## src/rtl/bilstm_pkg.sv

```systemverilog
// Shared types and sizing helpers for the BiLSTM time-step sequencer.
package bilstm_pkg;

    typedef enum logic [2:0] {
        ST_IDLE   = 3'd0,
        ST_LAUNCH = 3'd1,
        ST_RUN    = 3'd2,
        ST_STEP   = 3'd3,
        ST_DONE   = 3'd4
    } state_t;

    localparam int DEF_DATA_WIDTH    = 16;
    localparam int DEF_SEQ_LEN       = 10;
    localparam int DEF_SEQ_IDX_WIDTH = 4;
    localparam int DEF_HIDDEN_SIZE   = 64;
    localparam int DEF_HID_CNT_WIDTH = 7;

    // hidden buffer address = {direction, seq_idx, element}
    function automatic int hid_addr_width(input int seq_idx_w, input int hid_cnt_w);
        return 1 + seq_idx_w + hid_cnt_w;
    endfunction

    // cell buffer address = {direction, element}
    function automatic int cell_addr_width(input int hid_cnt_w);
        return 1 + hid_cnt_w;
    endfunction

    localparam int DEF_HID_ADDR_WIDTH  = hid_addr_width(DEF_SEQ_IDX_WIDTH, DEF_HID_CNT_WIDTH);
    localparam int DEF_CELL_ADDR_WIDTH = cell_addr_width(DEF_HID_CNT_WIDTH);

endpackage

```

## src/rtl/bilstm_sequence_controller_if.sv

```systemverilog
// Handshake bundle between the sequencer, the LSTM cell and the state buffers.
interface bilstm_sequence_controller_if
    import bilstm_pkg::*;
#(
    parameter int DATA_WIDTH    = DEF_DATA_WIDTH,
    parameter int SEQ_IDX_WIDTH = DEF_SEQ_IDX_WIDTH,
    parameter int HID_CNT_WIDTH = DEF_HID_CNT_WIDTH
);
    localparam int HID_ADDR_W  = hid_addr_width(SEQ_IDX_WIDTH, HID_CNT_WIDTH);
    localparam int CELL_ADDR_W = cell_addr_width(HID_CNT_WIDTH);

    logic                     start;
    logic                     cell_done;
    logic                     hidden_state_valid;
    logic [DATA_WIDTH-1:0]    hidden_state;
    logic                     cell_state_valid;
    logic [DATA_WIDTH-1:0]    current_cell_state;

    logic                     start_cell;
    logic [SEQ_IDX_WIDTH-1:0] seq_idx_control;
    logic                     direction;
    logic                     prev_state_zero;
    logic                     hidden_wr_en;
    logic [HID_ADDR_W-1:0]    hidden_wr_addr;
    logic [DATA_WIDTH-1:0]    hidden_wr_data;
    logic                     cell_wr_en;
    logic [CELL_ADDR_W-1:0]   cell_wr_addr;
    logic [DATA_WIDTH-1:0]    cell_wr_data;
    logic                     busy;
    logic                     bilstm_done;
    logic                     seq_error;

    // sequencer side
    modport master (
        input  start, cell_done, hidden_state_valid, hidden_state,
               cell_state_valid, current_cell_state,
        output start_cell, seq_idx_control, direction, prev_state_zero,
               hidden_wr_en, hidden_wr_addr, hidden_wr_data,
               cell_wr_en, cell_wr_addr, cell_wr_data,
               busy, bilstm_done, seq_error
    );

    // cell / buffer / host side
    modport slave (
        output start, cell_done, hidden_state_valid, hidden_state,
               cell_state_valid, current_cell_state,
        input  start_cell, seq_idx_control, direction, prev_state_zero,
               hidden_wr_en, hidden_wr_addr, hidden_wr_data,
               cell_wr_en, cell_wr_addr, cell_wr_data,
               busy, bilstm_done, seq_error
    );

endinterface

```

## src/rtl/bilstm_sequence_controller_element_write_counter.sv

```systemverilog
// Turns an element strobe into an addressed, registered buffer write and
// counts elements per step; saturates at HIDDEN_SIZE.
module element_write_counter #(
    parameter int DATA_WIDTH   = 16,
    parameter int PREFIX_WIDTH = 5,
    parameter int CNT_WIDTH    = 7,
    parameter int HIDDEN_SIZE  = 64
) (
    input  logic                              clk_i,
    input  logic                              rst_ni,
    input  logic                              clear_i,
    input  logic                              enable_i,
    input  logic                              strobe_i,
    input  logic [DATA_WIDTH-1:0]             data_i,
    input  logic [PREFIX_WIDTH-1:0]           prefix_i,
    output logic                              wr_en_o,
    output logic [PREFIX_WIDTH+CNT_WIDTH-1:0] wr_addr_o,
    output logic [DATA_WIDTH-1:0]             wr_data_o,
    output logic [CNT_WIDTH-1:0]              count_o,
    output logic                              overflow_o
);
    localparam logic [CNT_WIDTH-1:0] FULL = CNT_WIDTH'(HIDDEN_SIZE);

    logic                              wr_en_q;
    logic [PREFIX_WIDTH+CNT_WIDTH-1:0] addr_q;
    logic [DATA_WIDTH-1:0]             data_q;
    logic [CNT_WIDTH-1:0]              count_q;
    logic                              ovf_q;
    logic                              accept;

    // a strobe is written only while enabled, not being cleared, and not full
    assign accept = strobe_i && enable_i && !clear_i && (count_q != FULL);

    // write register, element count and dropped-strobe pulse
    always_ff @(posedge clk_i or negedge rst_ni) begin
        if (!rst_ni) begin
            wr_en_q <= 1'b0;
            addr_q  <= '0;
            data_q  <= '0;
            count_q <= '0;
            ovf_q   <= 1'b0;
        end else begin
            wr_en_q <= accept;
            ovf_q   <= strobe_i && !accept;
            if (accept) begin
                addr_q <= {prefix_i, count_q};
                data_q <= data_i;
            end
            if (clear_i) begin
                count_q <= '0;
            end else if (accept) begin
                count_q <= count_q + 1'b1;
            end
        end
    end

    assign wr_en_o    = wr_en_q;
    assign wr_addr_o  = addr_q;
    assign wr_data_o  = data_q;
    assign count_o    = count_q;
    assign overflow_o = ovf_q;

endmodule

```

## src/rtl/bilstm_sequence_controller.sv

```systemverilog
// Time-step sequencer for one LSTM cell: forward then backward over the
// sequence, with addressed write strobes for the hidden and cell buffers.
//
// state  | meaning
// IDLE   | waiting for start after reset
// LAUNCH | start_cell pulse, element counters cleared
// RUN    | cell computing; strobes become buffer writes
// STEP   | counts checked, advance step/direction
// DONE   | pass complete, bilstm_done held until next start
module bilstm_sequence_controller
    import bilstm_pkg::*;
#(
    parameter int DATA_WIDTH    = DEF_DATA_WIDTH,
    parameter int SEQ_LEN       = DEF_SEQ_LEN,
    parameter int SEQ_IDX_WIDTH = DEF_SEQ_IDX_WIDTH,
    parameter int HIDDEN_SIZE   = DEF_HIDDEN_SIZE,
    parameter int HID_CNT_WIDTH = DEF_HID_CNT_WIDTH
) (
    input  logic                         clk,
    input  logic                         rst,
    bilstm_sequence_controller_if.master bus
);
    localparam logic [SEQ_IDX_WIDTH-1:0] LAST_STEP = SEQ_IDX_WIDTH'(SEQ_LEN - 1);
    localparam logic [HID_CNT_WIDTH-1:0] FULL      = HID_CNT_WIDTH'(HIDDEN_SIZE);

    state_t                   state_q;
    logic [SEQ_IDX_WIDTH-1:0] step_q;
    logic                     dir_q;
    logic [SEQ_IDX_WIDTH-1:0] seq_idx_q;
    logic                     prev_zero_q;
    logic                     start_cell_q;
    logic                     busy_q;
    logic                     done_q;
    logic                     error_q;

    logic [SEQ_IDX_WIDTH-1:0] step_d;
    logic                     dir_d;
    logic [SEQ_IDX_WIDTH-1:0] seq_idx_d;
    logic                     last_step;

    logic                     cnt_clear;
    logic                     cnt_enable;
    logic [HID_CNT_WIDTH-1:0] hid_count;
    logic [HID_CNT_WIDTH-1:0] cell_count;
    logic                     hid_ovf;
    logic                     cell_ovf;

    assign cnt_clear  = (state_q == ST_LAUNCH);
    assign cnt_enable = (state_q == ST_RUN);

    element_write_counter #(
        .DATA_WIDTH  (DATA_WIDTH),
        .PREFIX_WIDTH(1 + SEQ_IDX_WIDTH),
        .CNT_WIDTH   (HID_CNT_WIDTH),
        .HIDDEN_SIZE (HIDDEN_SIZE)
    ) u_hidden_cnt (
        .clk_i     (clk),
        .rst_ni    (rst),
        .clear_i   (cnt_clear),
        .enable_i  (cnt_enable),
        .strobe_i  (bus.hidden_state_valid),
        .data_i    (bus.hidden_state),
        .prefix_i  ({dir_q, seq_idx_q}),
        .wr_en_o   (bus.hidden_wr_en),
        .wr_addr_o (bus.hidden_wr_addr),
        .wr_data_o (bus.hidden_wr_data),
        .count_o   (hid_count),
        .overflow_o(hid_ovf)
    );

    element_write_counter #(
        .DATA_WIDTH  (DATA_WIDTH),
        .PREFIX_WIDTH(1),
        .CNT_WIDTH   (HID_CNT_WIDTH),
        .HIDDEN_SIZE (HIDDEN_SIZE)
    ) u_cell_cnt (
        .clk_i     (clk),
        .rst_ni    (rst),
        .clear_i   (cnt_clear),
        .enable_i  (cnt_enable),
        .strobe_i  (bus.cell_state_valid),
        .data_i    (bus.current_cell_state),
        .prefix_i  (dir_q),
        .wr_en_o   (bus.cell_wr_en),
        .wr_addr_o (bus.cell_wr_addr),
        .wr_data_o (bus.cell_wr_data),
        .count_o   (cell_count),
        .overflow_o(cell_ovf)
    );

    // next step/direction and its sequence index (backward runs high to low)
    always_comb begin
        step_d    = '0;
        dir_d     = dir_q;
        last_step = 1'b0;
        if (step_q != LAST_STEP) begin
            step_d = step_q + 1'b1;
        end else if (!dir_q) begin
            dir_d = 1'b1;
        end else begin
            last_step = 1'b1;
        end
        seq_idx_d = dir_d ? (LAST_STEP - step_d) : step_d;
    end

    // sequencing FSM with registered outputs and sticky error flag
    always_ff @(posedge clk or negedge rst) begin
        if (!rst) begin
            state_q      <= ST_IDLE;
            step_q       <= '0;
            dir_q        <= 1'b0;
            seq_idx_q    <= '0;
            prev_zero_q  <= 1'b0;
            start_cell_q <= 1'b0;
            busy_q       <= 1'b0;
            done_q       <= 1'b0;
            error_q      <= 1'b0;
        end else begin
            start_cell_q <= 1'b0;
            if (hid_ovf || cell_ovf || (bus.cell_done && state_q != ST_RUN)) begin
                error_q <= 1'b1;
            end
            case (state_q)
                ST_IDLE, ST_DONE: begin
                    if (bus.start) begin
                        state_q      <= ST_LAUNCH;
                        step_q       <= '0;
                        dir_q        <= 1'b0;
                        seq_idx_q    <= '0;
                        prev_zero_q  <= 1'b1;
                        start_cell_q <= 1'b1;
                        busy_q       <= 1'b1;
                        done_q       <= 1'b0;
                        // clearing wins over any error raised this cycle
                        error_q      <= 1'b0;
                    end
                end
                ST_LAUNCH: begin
                    state_q <= ST_RUN;
                end
                ST_RUN: begin
                    if (bus.cell_done) begin
                        state_q <= ST_STEP;
                    end
                end
                ST_STEP: begin
                    // counters already include strobes from the cell_done cycle
                    if (hid_count != FULL || cell_count != FULL) begin
                        error_q <= 1'b1;
                    end
                    if (last_step) begin
                        state_q <= ST_DONE;
                        busy_q  <= 1'b0;
                        done_q  <= 1'b1;
                    end else begin
                        state_q      <= ST_LAUNCH;
                        step_q       <= step_d;
                        dir_q        <= dir_d;
                        seq_idx_q    <= seq_idx_d;
                        prev_zero_q  <= (step_d == '0);
                        start_cell_q <= 1'b1;
                    end
                end
                default: begin
                    state_q <= ST_IDLE;
                    busy_q  <= 1'b0;
                end
            endcase
        end
    end

    assign bus.start_cell      = start_cell_q;
    assign bus.seq_idx_control = seq_idx_q;
    assign bus.direction       = dir_q;
    assign bus.prev_state_zero = prev_zero_q;
    assign bus.busy            = busy_q;
    assign bus.bilstm_done     = done_q;
    assign bus.seq_error       = error_q;

endmodule

```

## src/flat_wrapper.sv

```systemverilog
// flat-port wrapper written by rule: the top's interface ports become plain ports
module bilstm_sequence_controller_flat import bilstm_pkg::*;
#(
    parameter int DATA_WIDTH    = DEF_DATA_WIDTH,
    parameter int SEQ_LEN       = DEF_SEQ_LEN,
    parameter int SEQ_IDX_WIDTH = DEF_SEQ_IDX_WIDTH,
    parameter int HIDDEN_SIZE   = DEF_HIDDEN_SIZE,
    parameter int HID_CNT_WIDTH = DEF_HID_CNT_WIDTH
)
  (clk, rst, bus_start, bus_cell_done, bus_hidden_state_valid, bus_hidden_state, bus_cell_state_valid, bus_current_cell_state, bus_start_cell, bus_seq_idx_control, bus_direction, bus_prev_state_zero, bus_hidden_wr_en, bus_hidden_wr_addr, bus_hidden_wr_data, bus_cell_wr_en, bus_cell_wr_addr, bus_cell_wr_data, bus_busy, bus_bilstm_done, bus_seq_error);
  bilstm_sequence_controller_if #(.DATA_WIDTH(DATA_WIDTH), .SEQ_IDX_WIDTH(SEQ_IDX_WIDTH), .HID_CNT_WIDTH(HID_CNT_WIDTH)) bus_i ();
  input  logic clk;
  input  logic rst;
  input wire logic [$bits(bus_i.start)-1:0] bus_start;
  input wire logic [$bits(bus_i.cell_done)-1:0] bus_cell_done;
  input wire logic [$bits(bus_i.hidden_state_valid)-1:0] bus_hidden_state_valid;
  input wire logic [$bits(bus_i.hidden_state)-1:0] bus_hidden_state;
  input wire logic [$bits(bus_i.cell_state_valid)-1:0] bus_cell_state_valid;
  input wire logic [$bits(bus_i.current_cell_state)-1:0] bus_current_cell_state;
  output wire logic [$bits(bus_i.start_cell)-1:0] bus_start_cell;
  output wire logic [$bits(bus_i.seq_idx_control)-1:0] bus_seq_idx_control;
  output wire logic [$bits(bus_i.direction)-1:0] bus_direction;
  output wire logic [$bits(bus_i.prev_state_zero)-1:0] bus_prev_state_zero;
  output wire logic [$bits(bus_i.hidden_wr_en)-1:0] bus_hidden_wr_en;
  output wire logic [$bits(bus_i.hidden_wr_addr)-1:0] bus_hidden_wr_addr;
  output wire logic [$bits(bus_i.hidden_wr_data)-1:0] bus_hidden_wr_data;
  output wire logic [$bits(bus_i.cell_wr_en)-1:0] bus_cell_wr_en;
  output wire logic [$bits(bus_i.cell_wr_addr)-1:0] bus_cell_wr_addr;
  output wire logic [$bits(bus_i.cell_wr_data)-1:0] bus_cell_wr_data;
  output wire logic [$bits(bus_i.busy)-1:0] bus_busy;
  output wire logic [$bits(bus_i.bilstm_done)-1:0] bus_bilstm_done;
  output wire logic [$bits(bus_i.seq_error)-1:0] bus_seq_error;
  assign bus_i.start = bus_start;
  assign bus_i.cell_done = bus_cell_done;
  assign bus_i.hidden_state_valid = bus_hidden_state_valid;
  assign bus_i.hidden_state = bus_hidden_state;
  assign bus_i.cell_state_valid = bus_cell_state_valid;
  assign bus_i.current_cell_state = bus_current_cell_state;
  assign bus_start_cell = bus_i.start_cell;
  assign bus_seq_idx_control = bus_i.seq_idx_control;
  assign bus_direction = bus_i.direction;
  assign bus_prev_state_zero = bus_i.prev_state_zero;
  assign bus_hidden_wr_en = bus_i.hidden_wr_en;
  assign bus_hidden_wr_addr = bus_i.hidden_wr_addr;
  assign bus_hidden_wr_data = bus_i.hidden_wr_data;
  assign bus_cell_wr_en = bus_i.cell_wr_en;
  assign bus_cell_wr_addr = bus_i.cell_wr_addr;
  assign bus_cell_wr_data = bus_i.cell_wr_data;
  assign bus_busy = bus_i.busy;
  assign bus_bilstm_done = bus_i.bilstm_done;
  assign bus_seq_error = bus_i.seq_error;
  bilstm_sequence_controller #(.DATA_WIDTH(DATA_WIDTH), .SEQ_LEN(SEQ_LEN), .SEQ_IDX_WIDTH(SEQ_IDX_WIDTH), .HIDDEN_SIZE(HIDDEN_SIZE), .HID_CNT_WIDTH(HID_CNT_WIDTH)) u_core (.clk(clk), .rst(rst), .bus(bus_i));
endmodule
```

## config.mk

```make
export PLATFORM = sky130hd
export DESIGN_NAME = bilstm_sequence_controller_flat
export DESIGN_NICKNAME = d
export VERILOG_FILES = /design/src/rtl/bilstm_pkg.sv /design/src/rtl/bilstm_sequence_controller_if.sv /design/src/rtl/bilstm_sequence_controller_element_write_counter.sv /design/src/rtl/bilstm_sequence_controller.sv /design/src/flat_wrapper.sv
export SDC_FILE = /design/constraint.sdc
export NUM_CORES = 1
export LEC_CHECK = 0
export CAP_MARGIN = 25
export CORE_ASPECT_RATIO = 0.6
export CORE_MARGIN = 3
export CORE_UTILIZATION = 40
export CTS_BUF_LIST = sky130_fd_sc_hd__clkbuf_8
export CTS_CLUSTER_DIAMETER = 60
export DETAILED_ROUTE_END_ITERATION = 7
export HOLD_SLACK_MARGIN = 0.15
export MAX_ROUTING_LAYER = met4
export PLACE_DENSITY = 0.67
export SLEW_MARGIN = 30
export SYNTH_ARGS = -nofsm -noshare
export SYNTH_HDL_FRONTEND = slang
export SYNTH_HIERARCHICAL = 1
export SYNTH_SLANG_ARGS = --single-unit
```

## constraint.sdc

```tcl
create_clock -name clk -period 2.6 [get_ports clk]
set_input_delay 0.52 -clock clk [delete_from_list [all_inputs] [get_ports clk]]
set_output_delay 0.52 -clock clk [all_outputs]
set_load 0.02 [all_outputs]
```

# After elaboration in Yosys (flattened, before gate mapping)
# Cells that the tools add are included.
[word_totals]
register_bits = 87
[op_classes]
n_addsub = 4
n_eq_ne = 12
n_mux = 35
n_bitwise = 1
reduce_logical = 26
[op_table]
columns = ["op", "count"]
rows = [
  ["2-to-1 mux 7 bit", 4],
  ["2-to-1 mux 4 bit", 5],
  ["case mux 4 bit (2 select lines)", 2],
  ["adder 7 x 1 -> 7 bit (second input constant)", 2],
  ["2-to-1 mux 1 bit", 14],
  ["!= test 7 bit (second input constant)", 2],
  ["case mux 3 bit (4 select lines)", 1],
  ["case mux 1 bit (2 select lines)", 5],
  ["logical AND 1 bit", 9],
  ["2-to-1 mux 3 bit", 3],
  ["AND reduction 3 bit", 3],
  ["== test 3 x 2 -> 1 bit (second input constant)", 2],
  ["!= test 2 bit (second input constant)", 3],
  ["nonzero test 2 bit", 3],
  ["adder 4 x 1 -> 4 bit (second input constant)", 1],
  ["logical NOT 4 bit", 1],
  ["!= test 4 bit (second input constant)", 1],
  ["OR reduction 2 bit", 2],
  ["subtractor 4 bit (first input constant)", 1],
  ["== test 3 x 1 -> 1 bit (second input constant)", 1],
  ["== test 3 bit (second input constant)", 1],
  ["logical NOT 1 bit", 3],
  ["logical NOT 3 bit", 1],
  ["logical OR 1 bit", 3],
  ["other kinds (5)", 5],
]

# Depth between registers and ports, before layout
# Gate-level depths: netlist of the first run.
[depth]
ltp_word = 6
ltp_mapped = 8

# Modules after synthesis
# The synthesis of the first run kept the hierarchy.
[modules_own_cells]
columns = ["mod", "n_inst", "cells_each", "area_each_um2"]
rows = [
  ["element_write_counter at u_core.u_hidden_cnt", 1, 104, 1626.6],
  ["element_write_counter at u_core.u_cell_cnt", 1, 97, 1443.9],
  ["bilstm_sequence_controller", 1, 100, 955.9],
]

# Least setup slack after synthesis of the first run
# No wires, ideal clock.
[synth_path]
path_type = "reg-to-reg"
start = "register u_core.state_q[2]"
end = "register u_core.u_cell_cnt.addr_q[0], in the netlist u_core/u_cell_cnt/wr_addr_o[0]"
arrival_ns = 1.982
setup_slack_ns = 0.493
path_stages_with_launch = 8
period_less_slack_ns = 2.107
path_cell_list = "dfrtp_1 nand2b_1 or2_1 inv_1 nand2_2 a311oi_4 buf_6 mux2_4"
[synth_via]
elab_chain_len = 4
elab_cells_between_ends = 6
classes_between = "eq/ne (2); reduce/logical (4)"
[synth_lines]
columns = ["element", "line_no", "rtl"]
rows = [
  ["from (decl)", "bilstm_sequence_controller.sv:26", "state_t state_q;"],
  ["from (signal assigned)", "bilstm_sequence_controller.sv:109", "state_q <= ST_IDLE;"],
  ["from (signal assigned)", "bilstm_sequence_controller.sv:126", "state_q <= ST_LAUNCH;"],
  ["from (signal assigned)", "bilstm_sequence_controller.sv:139", "state_q <= ST_RUN;"],
  ["== test 3 x 2 -> 1 bit", "bilstm_sequence_controller.sv:49", "assign cnt_enable = (state_q == ST_RUN);"],
  ["named net u_core.cnt_enable", "bilstm_sequence_controller.sv:42", "logic cnt_enable;"],
  ["logical AND 1 bit (3 in series)", "bilstm_sequence_controller_element_write_counter.sv:32", "assign accept = strobe_i && enable_i && !clear_i && (count_q != FULL);"],
  ["to (signal assigned)", "bilstm_sequence_controller_element_write_counter.sv:46", "addr_q <= {prefix_i, count_q};"],
  ["to (decl)", "bilstm_sequence_controller_element_write_counter.sv:25", "logic [PREFIX_WIDTH+CNT_WIDTH-1:0] addr_q;"],
]
# The timed path passes the listed nets, and every way through them passes these cells.
# A chain may end at the register's enable or synchronous reset.

# Final worst setup path of the first run
[layout_path]
start = "register u_core.state_q[2]"
end = "register u_core.u_cell_cnt.data_q[7], in the netlist u_core/u_cell_cnt/wr_data_o[7]"
[layout_via]
elab_chain_len = 4
elab_cells_between_ends = 6
classes_between = "eq/ne (2); reduce/logical (4)"
[layout_lines]
columns = ["element", "line_no", "rtl"]
rows = [
  ["== test 3 x 2 -> 1 bit", "bilstm_sequence_controller.sv:49", ""],
  ["named net u_core.cnt_enable", "bilstm_sequence_controller.sv:42", ""],
  ["logical AND 1 bit (3 in series)", "bilstm_sequence_controller_element_write_counter.sv:32", ""],
  ["to (signal assigned)", "bilstm_sequence_controller_element_write_counter.sv:47", "data_q <= data_i;"],
  ["to (decl)", "bilstm_sequence_controller_element_write_counter.sv:26", "logic [DATA_WIDTH-1:0] data_q;"],
]
# The timed path passes the listed nets, and every way through them passes these cells.

==> results.cfg, run 1 <==
[global_routing]
grt_pass1_vias = 2694
grt_usage = 0.159
grt_start_max_net_pins = 52
grt_overflow = 0
grt_pass1_wl_mm = 14.0
grt_antenna_before_repair = 0

[yosys]
syn-num-nets = 344
synth_ff_type = dfrtp_1
yosys-top-cells-count = dfrtp_1 (86), mux2_4 (44), nor2_1 (15)
ys_types = 63
synth-seq-cells = 86
syn_area_um2 = 4030
synth_top_cell_area_share = 0.534
synth_area_leaders = dfrtp_1 (53%), mux2_4 (16%), mux2_2 (2.5%), buf_6 (2.2%), ha_1 (1.6%)
netlist.top_cell.by_area = dfrtp_1
avgSynthCellArea_um2 = 13.4
async_flop_share = 1.00
ys_seq_area_frac = 0.534
synth-edff-count = 0
ys_warn_count = 6
syn_inst = 301
synth.most_common_cell = dfrtp_1

[worst_setup_path]
r2r-end = u_core/u_cell_cnt/wr_data_o[7]$_DFFE_PN0P_
r2r_cells = 7
end_kind = flip-flop
r2r_setup_slack_ns = 0.37
start_kind = flip-flop
cp_data_required_time_ns = 2.83
cp_max_fo = 27
cp.arrival_ns = 2.46
r2r-start = u_core/state_q[2]$_DFFE_PN0P_
critical_path_class = reg -> reg

[sta]
post-route-min-period_ns = 2.23
finalSetupViolations = 0
finalHoldViolations = 0
fin_crit_sh = 0.857
tns_ns = 0
relSlewSlack = 0.577
clock.fmax_ghz = 0.449
skew_ns = 0.0107
max_slew.worst_pin.slew_ns = 0.635
slew_violations = 0
rsz0062_at_grt = no

[clock_tree]
clk_latency_ns = 0.35
root_buffer = clkbuf_8
clk_pin_slew_ns = 0.08
cts_setup_buffers = 0
clk_path_buf_depth = 2
cts_tree = done
htree_levels = 3
ctsHoldBuffers = 0
cts_made_buffers = 9
cts_sinks = 86
cts_resized = 0

[floorplan]
initial_utilization = 0.424
die_h_um = 83.7
die_area_um2 = 11300
die_width_um = 136
core_um2 = 9490
ios = 102
rows = 27

[cells_and_area]
layout.nets = 446
drive_gt1_frac = 0.226
n_antenna_cell = 0
finalNonFillerCells = 537
area_growth_pct = 33.2

[pwr]
peakVddDrop_uv = 534
p_per_area_nw_per_um2 = 1090
p_leak_nw = 2.30
power.total_mw = 5.83

[place]
gp_congestion = 0.812
hpwl_mm = 5.86
port_buffers = 101
dpl.cell_count = 522

[detailed_routing]
drtIter0Drc = 175
drc = 0
ant_nets = 0
routed_via_density = 5.04
wl_mm = 8.42
vias = 2708
dr.pass1.iters = 4
wl_per_cell_um = 15.7

[status]
status = complete, no violations

[worst_hold_path]
hp-class = in -> async

[flow_run]
max_cap_violations = 0
-- kinds of logic after synthesis --
group                      Yosys count  synth area share
DFF                                 86             0.534
buffers and inverters               25            0.0432
AOI/OAI and AO/OA                   51            0.0895
muxes                               53             0.189
adders and majority gates            5            0.0155
xor gates and xnor gates             5            0.0109
and+or+nand+nor                     76             0.117
-- final cells by class --
type                    instances  area (um2)
fillers                       787        4130
repair buffers                107        1080
clock inverters                 5        98.8
well taps                     130         163
clock buffers                  10         138
inverters                       9        33.8
multi-input cells             190        1700
flip-flops and latches         86        2150
-- layer usage --
layer  share of wire  global-route usage
met3           0.069              0.0542
met2            0.41               0.213
met1            0.51               0.233
met5               0                   -
met4          0.0091              0.0357
-- stage by stage --
step	hold WS (ns)	instance area (um2)	util	setup slack (ns)
after global routing	0.222	5360	0.565	0.243
after detailed placement	0.488	5130	0.540	0.320
after floorplan	0.224	4030	-	0.493
after global placement	0.475	5130	0.540	0.355
after CTS	0.203	5360	0.565	0.379
final	0.193	5360	0.565	0.371
-- registers in the layout (all words and copies together) (netlist names), 3 cells and up --
name,cells
u_core/u_cell_cnt/wr_data_o,16
u_core/state_q,3
u_core/bus.seq_idx_control,3
u_core/u_cell_cnt/count_o,7
u_core/u_hidden_cnt/wr_addr_o,12
u_core/step_q,4
u_core/u_hidden_cnt/count_o,7
u_core/u_hidden_cnt/wr_data_o,16
u_core/u_cell_cnt/wr_addr_o,8
-- critical path: stages, from the launching register on --
cell and delay [ns]:
dfrtp_1 0.42, nand2b_1 0.16, or2_1 0.24, inv_1 0.16
nand2_2 0.16, a311oi_4 0.33, buf_12 0.25, mux2_2 0.36
-- where the power goes --
group | internal [mW] | total (mW) | switching [mW]
registers | 1.77 | 2.11 | 0.345
logic | 1.40 | 2.61 | 1.22
clock network | 0.655 | 1.11 | 0.452
total | 3.82 | 5.83 | 2.01
-- cell usage in the layout, fill, tap and decap left out, drive strengths merged, types with 6 or more instances in the layout --
master,count
clkdlybuf4s50,100
dfrtp,86
mux2,53
o21ai,16
nor2,15
a21oi,12
nand3,11
nand2,11
clkbuf,10
inv,10
buf,7
nor4,6
-- worst max-delay path by stage --
| stage | startpoint | to | slack [ns] | cells past startpoint |
|---|---|---|---|---|
| floorplan | u_core/state_q[2]$_DFFE_PN0P_ | u_core/u_cell_cnt/wr_addr_o[0]$_DFFE_PN0P_ | 0.49 | 7 |
| global placement | bus_cell_state_valid | u_core/u_cell_cnt/wr_data_o[8]$_DFFE_PN0P_ | 0.35 | 5 |
| detailed placement | bus_cell_state_valid | u_core/u_cell_cnt/wr_data_o[9]$_DFFE_PN0P_ | 0.32 | 5 |
| global route | u_core/state_q[1]$_DFFE_PN0P_ | u_core/u_cell_cnt/wr_data_o[10]$_DFFE_PN0P_ | 0.24 | 7 |
| CTS | u_core/state_q[1]$_DFFE_PN0P_ | u_core/u_cell_cnt/wr_data_o[10]$_DFFE_PN0P_ | 0.38 | 7 |
| finish | u_core/state_q[2]$_DFFE_PN0P_ | u_core/u_cell_cnt/wr_data_o[7]$_DFFE_PN0P_ | 0.37 | 7 |
Note: power is estimated with default switching activity, not from simulation.
==> run 2: changes to the inputs <==
- SKIP_LAST_GASP: not set -> 1
==> results of run 2 <==
Final layout, timing and power as in run 1 (identical DEF).
